==> src/rtl/dmem_port_arbiter_if.sv <==
// Bundle of the CPU, DMA and downstream dcache signals around the data-memory port arbiter.
// The arbiter uses the slave view; requesters and memory model use the master view.
interface dmem_port_arbiter_if;
  logic        cpu_req;
  logic [31:0] cpu_addr;
  logic [3:0]  cpu_we;
  logic        cpu_re;
  logic [31:0] cpu_din;
  logic        cpu_gnt;
  logic        cpu_rvalid;
  logic [31:0] cpu_rdata;

  logic        dma_req;
  logic [31:0] dma_addr;
  logic [3:0]  dma_we;
  logic        dma_re;
  logic [31:0] dma_din;
  logic        dma_gnt;
  logic        dma_rvalid;
  logic [31:0] dma_rdata;

  logic [31:0] mem_addr;
  logic [3:0]  mem_we;
  logic        mem_re;
  logic [31:0] mem_din;
  logic [31:0] mem_dout;
  logic        mem_stall;

  modport slave (
    input  cpu_req, cpu_addr, cpu_we, cpu_re, cpu_din,
    input  dma_req, dma_addr, dma_we, dma_re, dma_din,
    input  mem_dout, mem_stall,
    output cpu_gnt, cpu_rvalid, cpu_rdata,
    output dma_gnt, dma_rvalid, dma_rdata,
    output mem_addr, mem_we, mem_re, mem_din
  );

  modport master (
    output cpu_req, cpu_addr, cpu_we, cpu_re, cpu_din,
    output dma_req, dma_addr, dma_we, dma_re, dma_din,
    output mem_dout, mem_stall,
    input  cpu_gnt, cpu_rvalid, cpu_rdata,
    input  dma_gnt, dma_rvalid, dma_rdata,
    input  mem_addr, mem_we, mem_re, mem_din
  );
endinterface

==> src/rtl/dmem_port_arbiter.sv <==
// Two-requester (CPU, DMA) arbiter for a single dcache port with stall lock,
// DMA anti-starvation and routing of the one-cycle-late read response.
module dmem_port_arbiter #(
  parameter int unsigned STARVE_LIMIT = 4
) (
  input  logic               clk,
  input  logic               rst,
  dmem_port_arbiter_if.slave bus
);

  typedef enum logic [1:0] {
    OWN_IDLE = 2'd0,
    OWN_CPU  = 2'd1,
    OWN_DMA  = 2'd2
  } owner_e;

  localparam logic [3:0] LIMIT_C   = 4'(STARVE_LIMIT);
  localparam logic [3:0] CNT_MAX_C = 4'd15;

  owner_e      owner_r;
  owner_e      rd_owner_r;
  owner_e      arb_s;
  owner_e      cur_s;
  logic        acc_last_r;
  logic        rd_pend_r;
  logic [3:0]  starve_cnt_r;
  logic [3:0]  starve_nxt_s;
  logic        accept_s;
  logic        rsp_s;
  logic        cpu_rvalid_s;
  logic        dma_rvalid_s;
  logic [31:0] cpu_rdata_s;
  logic [31:0] dma_rdata_s;
  logic [31:0] mem_addr_s;
  logic [3:0]  mem_we_s;
  logic        mem_re_s;
  logic [31:0] mem_din_s;

  // Priority pick: CPU first unless the waiting DMA has been passed over too often
  always_comb begin
    arb_s = OWN_IDLE;
    if (bus.cpu_req && !(bus.dma_req && (starve_cnt_r >= LIMIT_C))) begin
      arb_s = OWN_CPU;
    end else if (bus.dma_req) begin
      arb_s = OWN_DMA;
    end else begin
      arb_s = OWN_IDLE;
    end
  end

  // A stalled owner keeps the port; otherwise the port is re-arbitrated every cycle
  always_comb begin
    cur_s = OWN_IDLE;
    if (!rst) begin
      cur_s = OWN_IDLE;
    end else if ((owner_r == OWN_IDLE) || acc_last_r) begin
      cur_s = arb_s;
    end else begin
      cur_s = owner_r;
    end
  end

  assign accept_s = (cur_s != OWN_IDLE) && !bus.mem_stall;

  // Downstream mux of the granted requester's payload, zero when nobody owns the port
  always_comb begin
    mem_addr_s = 32'd0;
    mem_we_s   = 4'd0;
    mem_re_s   = 1'b0;
    mem_din_s  = 32'd0;
    case (cur_s)
      OWN_CPU: begin
        mem_addr_s = bus.cpu_addr;
        mem_we_s   = bus.cpu_we;
        mem_re_s   = bus.cpu_re;
        mem_din_s  = bus.cpu_din;
      end
      OWN_DMA: begin
        mem_addr_s = bus.dma_addr;
        mem_we_s   = bus.dma_we;
        mem_re_s   = bus.dma_re;
        mem_din_s  = bus.dma_din;
      end
      default: begin
        mem_addr_s = 32'd0;
        mem_we_s   = 4'd0;
        mem_re_s   = 1'b0;
        mem_din_s  = 32'd0;
      end
    endcase
  end

  // Read data comes back in the first unstalled cycle after the read was accepted
  assign rsp_s        = rst && rd_pend_r && !bus.mem_stall;
  assign cpu_rvalid_s = rsp_s && (rd_owner_r == OWN_CPU);
  assign dma_rvalid_s = rsp_s && (rd_owner_r == OWN_DMA);

  // Steer mem_dout only to the requester that owns the outstanding read
  always_comb begin
    cpu_rdata_s = 32'd0;
    dma_rdata_s = 32'd0;
    if (cpu_rvalid_s) begin
      cpu_rdata_s = bus.mem_dout;
    end else begin
      cpu_rdata_s = 32'd0;
    end
    if (dma_rvalid_s) begin
      dma_rdata_s = bus.mem_dout;
    end else begin
      dma_rdata_s = 32'd0;
    end
  end

  // Count CPU wins while DMA waits; any DMA win or idle DMA clears it
  always_comb begin
    starve_nxt_s = starve_cnt_r;
    if (!bus.dma_req) begin
      starve_nxt_s = 4'd0;
    end else if (accept_s && (cur_s == OWN_DMA)) begin
      starve_nxt_s = 4'd0;
    end else if (accept_s && (cur_s == OWN_CPU) && (starve_cnt_r != CNT_MAX_C)) begin
      starve_nxt_s = starve_cnt_r + 4'd1;
    end else begin
      starve_nxt_s = starve_cnt_r;
    end
  end

  // Owner, acceptance, starvation and pending-read state
  always_ff @(posedge clk or negedge rst) begin
    if (!rst) begin
      owner_r      <= OWN_IDLE;
      acc_last_r   <= 1'b0;
      starve_cnt_r <= 4'd0;
      rd_pend_r    <= 1'b0;
      rd_owner_r   <= OWN_CPU;
    end else begin
      owner_r      <= cur_s;
      acc_last_r   <= accept_s;
      starve_cnt_r <= starve_nxt_s;
      if (accept_s && mem_re_s) begin
        rd_pend_r  <= 1'b1;
        rd_owner_r <= cur_s;
      end else if (!bus.mem_stall) begin
        rd_pend_r  <= 1'b0;
      end else begin
        rd_pend_r  <= rd_pend_r;
      end
    end
  end

  assign bus.cpu_gnt    = (cur_s == OWN_CPU);
  assign bus.dma_gnt    = (cur_s == OWN_DMA);
  assign bus.cpu_rvalid = cpu_rvalid_s;
  assign bus.dma_rvalid = dma_rvalid_s;
  assign bus.cpu_rdata  = cpu_rdata_s;
  assign bus.dma_rdata  = dma_rdata_s;
  assign bus.mem_addr   = mem_addr_s;
  assign bus.mem_we     = mem_we_s;
  assign bus.mem_re     = mem_re_s;
  assign bus.mem_din    = mem_din_s;

endmodule

==> src/flat_wrapper.sv <==
// flat-port wrapper written by rule: the top's interface ports become plain ports
module dmem_port_arbiter_flat 
#(
  parameter int unsigned STARVE_LIMIT = 4
)
  (clk, rst, bus_cpu_req, bus_cpu_addr, bus_cpu_we, bus_cpu_re, bus_cpu_din, bus_dma_req, bus_dma_addr, bus_dma_we, bus_dma_re, bus_dma_din, bus_mem_dout, bus_mem_stall, bus_cpu_gnt, bus_cpu_rvalid, bus_cpu_rdata, bus_dma_gnt, bus_dma_rvalid, bus_dma_rdata, bus_mem_addr, bus_mem_we, bus_mem_re, bus_mem_din);
  dmem_port_arbiter_if bus_i ();
  input  logic clk;
  input  logic rst;
  input wire logic [$bits(bus_i.cpu_req)-1:0] bus_cpu_req;
  input wire logic [$bits(bus_i.cpu_addr)-1:0] bus_cpu_addr;
  input wire logic [$bits(bus_i.cpu_we)-1:0] bus_cpu_we;
  input wire logic [$bits(bus_i.cpu_re)-1:0] bus_cpu_re;
  input wire logic [$bits(bus_i.cpu_din)-1:0] bus_cpu_din;
  input wire logic [$bits(bus_i.dma_req)-1:0] bus_dma_req;
  input wire logic [$bits(bus_i.dma_addr)-1:0] bus_dma_addr;
  input wire logic [$bits(bus_i.dma_we)-1:0] bus_dma_we;
  input wire logic [$bits(bus_i.dma_re)-1:0] bus_dma_re;
  input wire logic [$bits(bus_i.dma_din)-1:0] bus_dma_din;
  input wire logic [$bits(bus_i.mem_dout)-1:0] bus_mem_dout;
  input wire logic [$bits(bus_i.mem_stall)-1:0] bus_mem_stall;
  output wire logic [$bits(bus_i.cpu_gnt)-1:0] bus_cpu_gnt;
  output wire logic [$bits(bus_i.cpu_rvalid)-1:0] bus_cpu_rvalid;
  output wire logic [$bits(bus_i.cpu_rdata)-1:0] bus_cpu_rdata;
  output wire logic [$bits(bus_i.dma_gnt)-1:0] bus_dma_gnt;
  output wire logic [$bits(bus_i.dma_rvalid)-1:0] bus_dma_rvalid;
  output wire logic [$bits(bus_i.dma_rdata)-1:0] bus_dma_rdata;
  output wire logic [$bits(bus_i.mem_addr)-1:0] bus_mem_addr;
  output wire logic [$bits(bus_i.mem_we)-1:0] bus_mem_we;
  output wire logic [$bits(bus_i.mem_re)-1:0] bus_mem_re;
  output wire logic [$bits(bus_i.mem_din)-1:0] bus_mem_din;
  assign bus_i.cpu_req = bus_cpu_req;
  assign bus_i.cpu_addr = bus_cpu_addr;
  assign bus_i.cpu_we = bus_cpu_we;
  assign bus_i.cpu_re = bus_cpu_re;
  assign bus_i.cpu_din = bus_cpu_din;
  assign bus_i.dma_req = bus_dma_req;
  assign bus_i.dma_addr = bus_dma_addr;
  assign bus_i.dma_we = bus_dma_we;
  assign bus_i.dma_re = bus_dma_re;
  assign bus_i.dma_din = bus_dma_din;
  assign bus_i.mem_dout = bus_mem_dout;
  assign bus_i.mem_stall = bus_mem_stall;
  assign bus_cpu_gnt = bus_i.cpu_gnt;
  assign bus_cpu_rvalid = bus_i.cpu_rvalid;
  assign bus_cpu_rdata = bus_i.cpu_rdata;
  assign bus_dma_gnt = bus_i.dma_gnt;
  assign bus_dma_rvalid = bus_i.dma_rvalid;
  assign bus_dma_rdata = bus_i.dma_rdata;
  assign bus_mem_addr = bus_i.mem_addr;
  assign bus_mem_we = bus_i.mem_we;
  assign bus_mem_re = bus_i.mem_re;
  assign bus_mem_din = bus_i.mem_din;
  dmem_port_arbiter #(.STARVE_LIMIT(STARVE_LIMIT)) u_core (.clk(clk), .rst(rst), .bus(bus_i));
endmodule
==> config.mk <==
export PLATFORM = sky130hd
export DESIGN_NAME = dmem_port_arbiter_flat
export DESIGN_NICKNAME = d
export VERILOG_FILES = /design/src/rtl/dmem_port_arbiter_if.sv /design/src/rtl/dmem_port_arbiter.sv /design/src/flat_wrapper.sv
export SDC_FILE = /design/constraint.sdc
export NUM_CORES = 1
export LEC_CHECK = 0
export ABC_AREA = 1
export BUFFER_PORTS_ARGS = -buffer_cell sky130_fd_sc_hd__clkbuf_2
export CAP_MARGIN = 20
export CORE_AREA = 5 5 119 121
export CTS_CLUSTER_SIZE = 8
export DETAILED_ROUTE_END_ITERATION = 8
export DIE_AREA = 0 0 124 126
export GPL_TIMING_DRIVEN = 0
export PLACE_DENSITY = 0.55
export SYNTH_ARGS = -nofsm -noshare
export SYNTH_HDL_FRONTEND = slang
export SYNTH_SLANG_ARGS = --single-unit
==> constraint.sdc <==
create_clock -name clk -period 1.8 [get_ports clk]
set_input_delay 0.09 -clock clk [delete_from_list [all_inputs] [get_ports clk]]
set_output_delay 0.09 -clock clk [all_outputs]
set_load 0.005 [all_outputs]
==> results.rst, run 1 <==
.. list-table::
   :header-rows: 1

   * - Metric
     - Value
   * - Clk root buf
     - sky130_fd_sc_hd__clkbuf_16
   * - Hold path start
     - bus_mem_stall
   * - Post-route antenna net violation count
     - 0
   * - Starting density of the core
     - 15.4%
   * - Iter 0 DRT Violations
     - 113
   * - CP Launch Point
     - u_core.starve_cnt_r[2]
   * - Synth cell types
     - 24
   * - GR Layer Usage met1
     - 16.4%
   * - Number of H-tree levels
     - 1
   * - Fin. max-slew vios
     - 0
   * - Post-synthesis cell type with the largest combined area
     - sky130_fd_sc_hd__nand2_1
   * - Setup repair after global routing missed its margin
     - yes
   * - Required time at the worst-slack endpoint
     - 1.71 ns
   * - Total count of hold-check failures in the final report
     - 0
   * - Warnings, synthesis
     - 0
   * - Final period util
     - 115%
   * - Pwr Density
     - 395 nW/um2
   * - Cell leakage power
     - 0.00271 uW
   * - Fmax
     - 483 MHz
   * - Nets
     - 926
   * - Portion of the post-synthesis area used by sequential elements
     - 12.6%
   * - Synth top area share
     - 29.7%
   * - Combined area of the multi-input logic cells
     - 1760 um2
   * - Cell types with the largest area share after synthesis
     - sky130_fd_sc_hd__nand2_1, sky130_fd_sc_hd__a21oi_1, sky130_fd_sc_hd__nor2_1
   * - Worst clock skew
     - 0.00544 ns
   * - Crit path largest cell delay
     - 0.39 ns
   * - Number of detailed-route iterations in the first pass
     - 5
   * - Crit-path most repeated cell
     - sky130_fd_sc_hd__buf_8
   * - Die area
     - 15600 um2
   * - Antenna violations before repair
     - 0
   * - Clock tree from TritonCTS
     - built
   * - Antenna diode count
     - 0
   * - Final WS setup
     - -0.269 ns
   * - DR vias/cell
     - 4.05
   * - Die span in x
     - 124 um
   * - Peak ir drop on the vdd network
     - 0.000257 V
   * - Outcome
     - finished, violations left
   * - Final setup violation count
     - 75
   * - Setup tns final
     - -14.15 ns
   * - Met2 Use GR
     - 26.2%
   * - Number of design rule violations left after detail routing
     - 0
   * - Crit-path max FO
     - 10
   * - Detailed placement HPWL
     - 10100 um
   * - GR peak layer
     - met2
   * - Maximum number of pins on one net before global-route repair
     - 11
   * - Netlist area before placement
     - 2000 um2
   * - Critical path buffer and inverter count
     - 4
   * - Wire per inst
     - 13.7 um
   * - Leading cell types in the layout, fill and taps excluded
     - sky130_fd_sc_hd__clkbuf_2, sky130_fd_sc_hd__nand2_1, sky130_fd_sc_hd__nor2_1
   * - Register area
     - 251 um2
   * - Number of clock sinks
     - 10
   * - Number of fillers in the final layout
     - 1462
   * - Leading cell type in the layout, fill and taps excluded
     - sky130_fd_sc_hd__clkbuf_2
   * - Tightest Hold Check Type
     - in2reg
   * - Worst Max-Slew Pin Slew
     - 0.436 ns
   * - Total clock buffers created by CTS
     - 3
   * - Chain of cells forming the critical path
     - nor2_2 -> o21ai_1 -> nand2_1 -> nand2_4 -> inv_4 -> ha_4 -> buf_8 -> buf_8 -> nand2_2 -> a21oi_2 -> buf_2
   * - CP Launch Type
     - flip-flop
   * - Pre-CTS worst setup slack
     - -0.411 ns
   * - Max-capacitance violation count
     - 0
   * - DIE HEIGHT
     - 126 um
   * - Aggregate global-route resource usage
     - 13.9%
   * - Core area
     - 13000 um2
   * - Clock Path Buffers
     - 2
   * - Average footprint of a synthesized cell
     - 4.96 um2
   * - Gate count after technology mapping
     - 403
   * - Min Clock Period, post-route
     - 2.07 ns
   * - First-pass GRT wire length
     - 17700 um
   * - Routed vias
     - 3730
   * - Slowest library cell on the worst path
     - sky130_fd_sc_hd__dfrtp_1
   * - Violated checks
     - setup timing
   * - Count of input and output buffers
     - 311
   * - Crit path arrival time
     - 1.98 ns
   * - Ports placed on the boundary
     - 312
   * - Number of global-route vias before repair
     - 3667
   * - Global routing usage on met3
     - 1.84%
   * - Clk pin slew, worst setup/hold paths
     - 0.04 ns
   * - Std cell rows
     - 42
   * - Final GP Congestion
     - 0.850
   * - Startpoint of the worst register-to-register path
     - u_core.starve_cnt_r[2]
   * - P&R area growth vs syn
     - 135%
   * - Congestion Overflow GR
     - 0
   * - Endpoint type of the worst setup path
     - output pin
   * - Flip-flop and latch count after synthesis
     - 10
   * - Worst slew margin
     - 70.8%
   * - Top delay family on crit path
     - buffers and inverters
   * - Net count after synthesis
     - 582
   * - Routed Wire Length
     - 12700 um
   * - Clock latency at the later pin of the worst-skew pair
     - 0.24 ns
   * - WS Path Type
     - reg2out
   * - Proportion of layout cells with a drive suffix above 1
     - 62.5%
==> worst paths after layout <==
check	depth (start not counted)	end	slack, ns
worst min-delay path	2	u_core.acc_last_r	0.10
worst min register to register	2	u_core.rd_owner_r[0]	0.47
max in group asynchronous	2	u_core.owner_r[0]	1.07
worst max-delay path	11	bus_mem_din[13]	-0.27
min in group asynchronous	2	u_core.starve_cnt_r[3]	0.42
worst max register to register	13	u_core.starve_cnt_r[0]	-0.12
==> metal layers <==
layer | vias to the layer above | routed length, um
li1 | 1913 | -
met1 | 1651 | 5000
met3 | 19 | 823
met5 | - | 0
met4 | 0 | 165
met2 | 147 | 6690
==> cell families after synthesis <==
logic type	count (synthesis)	synth area share, %
and+or+nand+nor	238	47.1
adders and majority gates	4	2.51
buffers and inverters	73	17.3
AOI/OAI and AO/OA	78	20.5
DFF	10	12.6
==> report_power, final <==
part / switching [uW] / internal (uW) / total (uW)
sequential: 11.3 / 248 / 260
combinational: 613 / 578 / 1190
clock: 110 / 297 / 407
==> cells in the mapped netlist (all sizes together) <==
library cell / count
dfrtp: 9
dfstp: 1
nand3: 6
buf: 26
inv: 42
clkbuf: 4
a21oi: 72
nor2b: 1
ha: 4
o21ai: 6
clkinv: 1
nor2: 71
nand2: 160
==> sequential cells by signal (all words and copies together) (netlist names) <==
| name | cells |
|---|---|
| u_core.acc_last_r | 1 |
| u_core.owner_r | 2 |
| u_core.rd_owner_r | 2 |
| u_core.rd_pend_r | 1 |
| u_core.starve_cnt_r | 4 |
==> final cells by class <==
type                            count  share of cell area [%]
Tap cell                          176                    4.68
Buffer                             27                    6.31
Timing Repair Buffer              342                    40.9
Sequential cell                    10                    5.35
Inverter                           43                    3.54
Multi-Input combinational cell    320                    37.5
Clock buffer                        4                    1.68
==> metrics by stage <==
stage / cells / total power (uW) / utilization (%) / cell area [um2] / hold WS, ns
3_5_place_dp: 890 / 1090 / 29.1 / 3770 / -0.00491
5_1_grt: 922 / 1990 / 36.2 / 4700 / 0.118
3_3_place_gp: 890 / 1090 / 29.1 / 3770 / -0.00229
6_report: 922 / 1860 / 36.2 / 4700 / 0.105
2_1_floorplan: 403 / 663 / - / 2000 / -0.206
4_1_cts: 913 / 1680 / 32.7 / 4240 / 0.111
==> what timing repair did <==
action,4_1_cts,5_1_grt
setup endpoints to repair,76,76
setup buffers,17,6
gates cloned,1,5
resized for setup,70,135
endpoints found under the hold margin,9,0
pin swaps,22,27
hold buffers,2,0
No activity file was read; power rests on OpenSTA's default activity.
==> inputs of run 2 (changes only) <==
--- a/config.mk
+++ b/config.mk
@@ -9,6 +9,7 @@
 export BUFFER_PORTS_ARGS = -buffer_cell sky130_fd_sc_hd__clkbuf_2
 export CAP_MARGIN = 20
 export CORE_AREA = 5 5 119 121
+export CTS_BUF_LIST = sky130_fd_sc_hd__clkbuf_8
 export CTS_CLUSTER_SIZE = 8
 export DETAILED_ROUTE_END_ITERATION = 8
 export DIE_AREA = 0 0 124 126
==> results.rst, run 2 (same netlist as run 1, synthesis figures left out) <==
.. list-table::
   :header-rows: 1

   * - Metric
     - Value
   * - Outcome
     - finished, violations left (unchanged)
   * - Violated checks
     - setup timing (unchanged)
   * - Final GP Congestion
     - 0.850 (unchanged)
   * - Global routing usage on met3
     - 1.97% (was 1.84%)
   * - Detailed placement HPWL
     - 10100 um (unchanged)
   * - Leading cell types in the layout, fill and taps excluded
     - sky130_fd_sc_hd__clkbuf_2, sky130_fd_sc_hd__nand2_1, sky130_fd_sc_hd__nor2_1 (unchanged)
   * - Final setup violation count
     - 75 (unchanged)
   * - Non-filler instance count after layout
     - 921 (was 922)
   * - Wire per inst
     - 13.6 um (was 13.7 um)
   * - Top delay family on crit path
     - buffers and inverters (unchanged)
   * - Chain of cells forming the critical path
     - nor2_2 -> o21ai_1 -> nand2_1 -> nand2_2 -> inv_2 -> ha_4 -> buf_12 -> clkbuf_16 -> nand2_2 -> a21oi_2 -> buf_2 (was nor2_2 -> o21ai_1 -> nand2_1 -> nand2_4 -> inv_4 -> ha_4 -> buf_8 -> buf_8 -> nand2_2 -> a21oi_2 -> buf_2)
   * - Congestion Overflow GR
     - 0 (unchanged)
   * - Setup tns final
     - -14.42 ns (was -14.15 ns)
   * - Worst slew margin
     - 70.7% (was 70.8%)
   * - Die area
     - 15600 um2 (unchanged)
   * - Crit path largest cell delay
     - 0.39 ns (about the same)
   * - Terminating pin of the worst hold path
     - u_core.acc_last_r (unchanged)
   * - Aggregate global-route resource usage
     - 13.9% (about the same)
   * - Largest registers
     - u_core.starve_cnt_r: 4 flops, u_core.owner_r: 2 flops, u_core.rd_owner_r: 2 flops (unchanged)
   * - Post-route antenna net violation count
     - 0 (unchanged)
   * - Iter 0 DRT Violations
     - 94 (was 113)
   * - Clock tree from TritonCTS
     - built (unchanged)
   * - Number of fillers in the final layout
     - 1482 (was 1462)
   * - Endpoint of the worst-slack reg-to-reg timing path
     - u_core.starve_cnt_r[0] (unchanged)
   * - First-pass GRT wire length
     - 17700 um (about the same)
   * - Cell leakage power
     - 0.00268 uW (was 0.00271 uW)
   * - Worst Max-Slew Pin Slew
     - 0.438 ns (was 0.436 ns)
   * - Total instance count after detailed placement
     - 890 (unchanged)
   * - Design Power
     - 1680 uW (was 1860 uW)
   * - Starting density of the core
     - 15.4% (unchanged)
   * - Number of detailed-route iterations in the first pass
     - 4 (was 5)
   * - Maximum number of pins on one net before global-route repair
     - 11 (unchanged)
   * - Routed vias
     - 3699 (was 3730)
   * - Clk root buf
     - sky130_fd_sc_hd__clkbuf_8 (was sky130_fd_sc_hd__clkbuf_16)
   * - Worst clock skew
     - 0.00827 ns (was 0.00544 ns)
   * - Final WS setup
     - -0.289 ns (was -0.269 ns)
   * - WS Path Type
     - reg2out (unchanged)
   * - Fmax
     - 479 MHz (was 483 MHz)
   * - P&R area growth vs syn
     - 132% (was 135%)
   * - Clk pin slew, worst setup/hold paths
     - 0.05 ns (was 0.04 ns)
   * - Min Clock Period, post-route
     - 2.09 ns (was 2.07 ns)
   * - Std cell rows
     - 42 (unchanged)
   * - Endpoint type of the worst setup path
     - output pin (unchanged)
   * - Fin. max-slew vios
     - 0 (unchanged)
   * - GR peak layer
     - met2 (unchanged)
   * - Number of H-tree levels
     - 1 (unchanged)
   * - CP Launch Point
     - u_core.starve_cnt_r[2] (unchanged)
   * - DIE HEIGHT
     - 126 um (unchanged)
   * - Pwr Density
     - 363 nW/um2 (was 395 nW/um2)
   * - GR Layer Usage met1
     - 16.4% (about the same)
   * - Core area
     - 13000 um2 (unchanged)
   * - Crit-path max FO
     - 7 (was 10)
   * - Proportion of layout cells with a drive suffix above 1
     - 62.3% (was 62.5%)
   * - Tightest Hold Check Type
     - in2reg (unchanged)
   * - Total clock buffers created by CTS
     - 3 (unchanged)
   * - Count of input and output buffers
     - 311 (unchanged)
   * - Ports placed on the boundary
     - 312 (unchanged)
   * - Number of global-route vias before repair
     - 3658 (was 3667)
   * - Setup repair after global routing missed its margin
     - yes (unchanged)
   * - Met2 Use GR
     - 26.2% (unchanged)
   * - Slowest library cell on the worst path
     - sky130_fd_sc_hd__dfrtp_1 (unchanged)
   * - Max-capacitance violation count
     - 0 (unchanged)
   * - CP Launch Type
     - flip-flop (unchanged)
   * - Crit-path most repeated cell
     - sky130_fd_sc_hd__nand2_2 (was sky130_fd_sc_hd__buf_8)
   * - Reg with most FFs
     - u_core.starve_cnt_r (unchanged)
   * - Antenna diode count
     - 0 (unchanged)
   * - Nets
     - 925 (was 926)
   * - Final period util
     - 116% (was 115%)
   * - DR vias/cell
     - 4.02 (was 4.05)
   * - Die span in x
     - 124 um (unchanged)
   * - Critical path buffer and inverter count
     - 4 (unchanged)
   * - Flip-flop count of the largest register, all copies and words added
     - 4 (unchanged)
   * - Number of cells on the worst reg-to-reg path
     - 14 (was 13)
   * - Antenna violations before repair
     - 0 (unchanged)
   * - Number of design rule violations left after detail routing
     - 0 (unchanged)
   * - Crit path arrival time
     - 2.00 ns (was 1.98 ns)
   * - Leading cell type in the layout, fill and taps excluded
     - sky130_fd_sc_hd__clkbuf_2 (unchanged)
   * - Flop2flop setup slack
     - -0.16 ns (was -0.12 ns)
   * - Clock Path Buffers
     - 2 (unchanged)
   * - Total count of hold-check failures in the final report
     - 0 (unchanged)
   * - Required time at the worst-slack endpoint
     - 1.71 ns (about the same)
   * - Peak ir drop on the vdd network
     - 0.000207 V (was 0.000257 V)
   * - Worst Hold Depth
     - 2 (unchanged)
   * - Routed Wire Length
     - 12500 um (was 12700 um)
   * - Hold path start
     - bus_mem_stall (unchanged)
   * - Clock latency at the later pin of the worst-skew pair
     - 0.24 ns (about the same)
   * - Number of clock sinks
     - 10 (unchanged)
   * - End-of-flow core utilization
     - 35.6% (was 36.2%)
   * - Startpoint of the worst register-to-register path
     - u_core.starve_cnt_r[2] (unchanged)
-- run 2: changes by cell type in the layout (fill, tap and decap cells not counted), sizes merged --
cell	previous run	this run
inv	42	43
buf	91	89
-- run 2: worst register-to-register path: stages (launching register included) --
cell and delay, ns:
sky130_fd_sc_hd__dfrtp_1 0.39, sky130_fd_sc_hd__nor2_2 0.15, sky130_fd_sc_hd__a21oi_2 0.07, sky130_fd_sc_hd__nand2_1 0.07, sky130_fd_sc_hd__nand2_2 0.07, sky130_fd_sc_hd__nand2_4 0.11, sky130_fd_sc_hd__buf_4 0.11, sky130_fd_sc_hd__buf_4 0.10
sky130_fd_sc_hd__ha_4 0.13, sky130_fd_sc_hd__nor2_4 0.05, sky130_fd_sc_hd__buf_6 0.12, sky130_fd_sc_hd__a21oi_4 0.22, sky130_fd_sc_hd__nor2b_4 0.19, sky130_fd_sc_hd__nand2_1 0.07, sky130_fd_sc_hd__o21ai_2 0.05
-- run 2: worst max-delay path by stage --
stage	depth (start not counted)	slack [ns]	to
2_1_floorplan	10	0.04	bus_mem_addr[14]
3_3_place_gp	10	-0.41	bus_mem_addr[7]
3_5_place_dp	10	-0.41	bus_mem_addr[10]
4_1_cts	13	-0.30	bus_mem_din[0]
5_1_grt	11	-0.37	bus_mem_din[13]
6_report	11	-0.29	bus_mem_din[13]
-- run 2: power breakdown --
group | internal [uW] | switching, uW
registers | 248 | 11.9
clock network | 149 | 89.5
logic | 570 | 609
-- run 2: final cells by class --
class | count | area, um2 | area share [%]
Clock inverter | 1 | 3.75 | 0.0812
Tap cell | 176 | 220 | 4.76
Buffer | 27 | 305 | 6.60
Multi-Input combinational cell | 320 | 1750 | 37.9
Sequential cell | 10 | 251 | 5.44
Inverter | 43 | 164 | 3.55
Timing Repair Buffer | 341 | 1890 | 40.8
Clock buffer | 3 | 41.3 | 0.893
-- run 2: repair_timing --
item                                    in CTS  in global routing
cloned                                       1                  4
setup buffers                               17                  6
gates resized for setup                     69                137
hold buffers                                 2                  0
endpoints found under the setup margin      76                 76
pin swaps                                   20                 30
endpoints found under the hold margin        9                  0
-- run 2: metal layers --
metal | wire length, um | vias to the layer above
met5 | 0 | -
met4 | 141 | 0
met3 | 754 | 15
met2 | 6670 | 136
met1 | 4960 | 1637
li1 | - | 1911
-- run 2: metrics by stage --
step / hold slack, ns / area (um2) / setup WS [ns]
final: 0.105 / 4620 / -0.289
after global placement: -0.00229 / 3770 / -0.408
after CTS: 0.107 / 4200 / -0.304
after global routing: 0.111 / 4620 / -0.374
after detailed placement: -0.00491 / 3770 / -0.411
after floorplan: -0.206 / 2000 / 0.0411
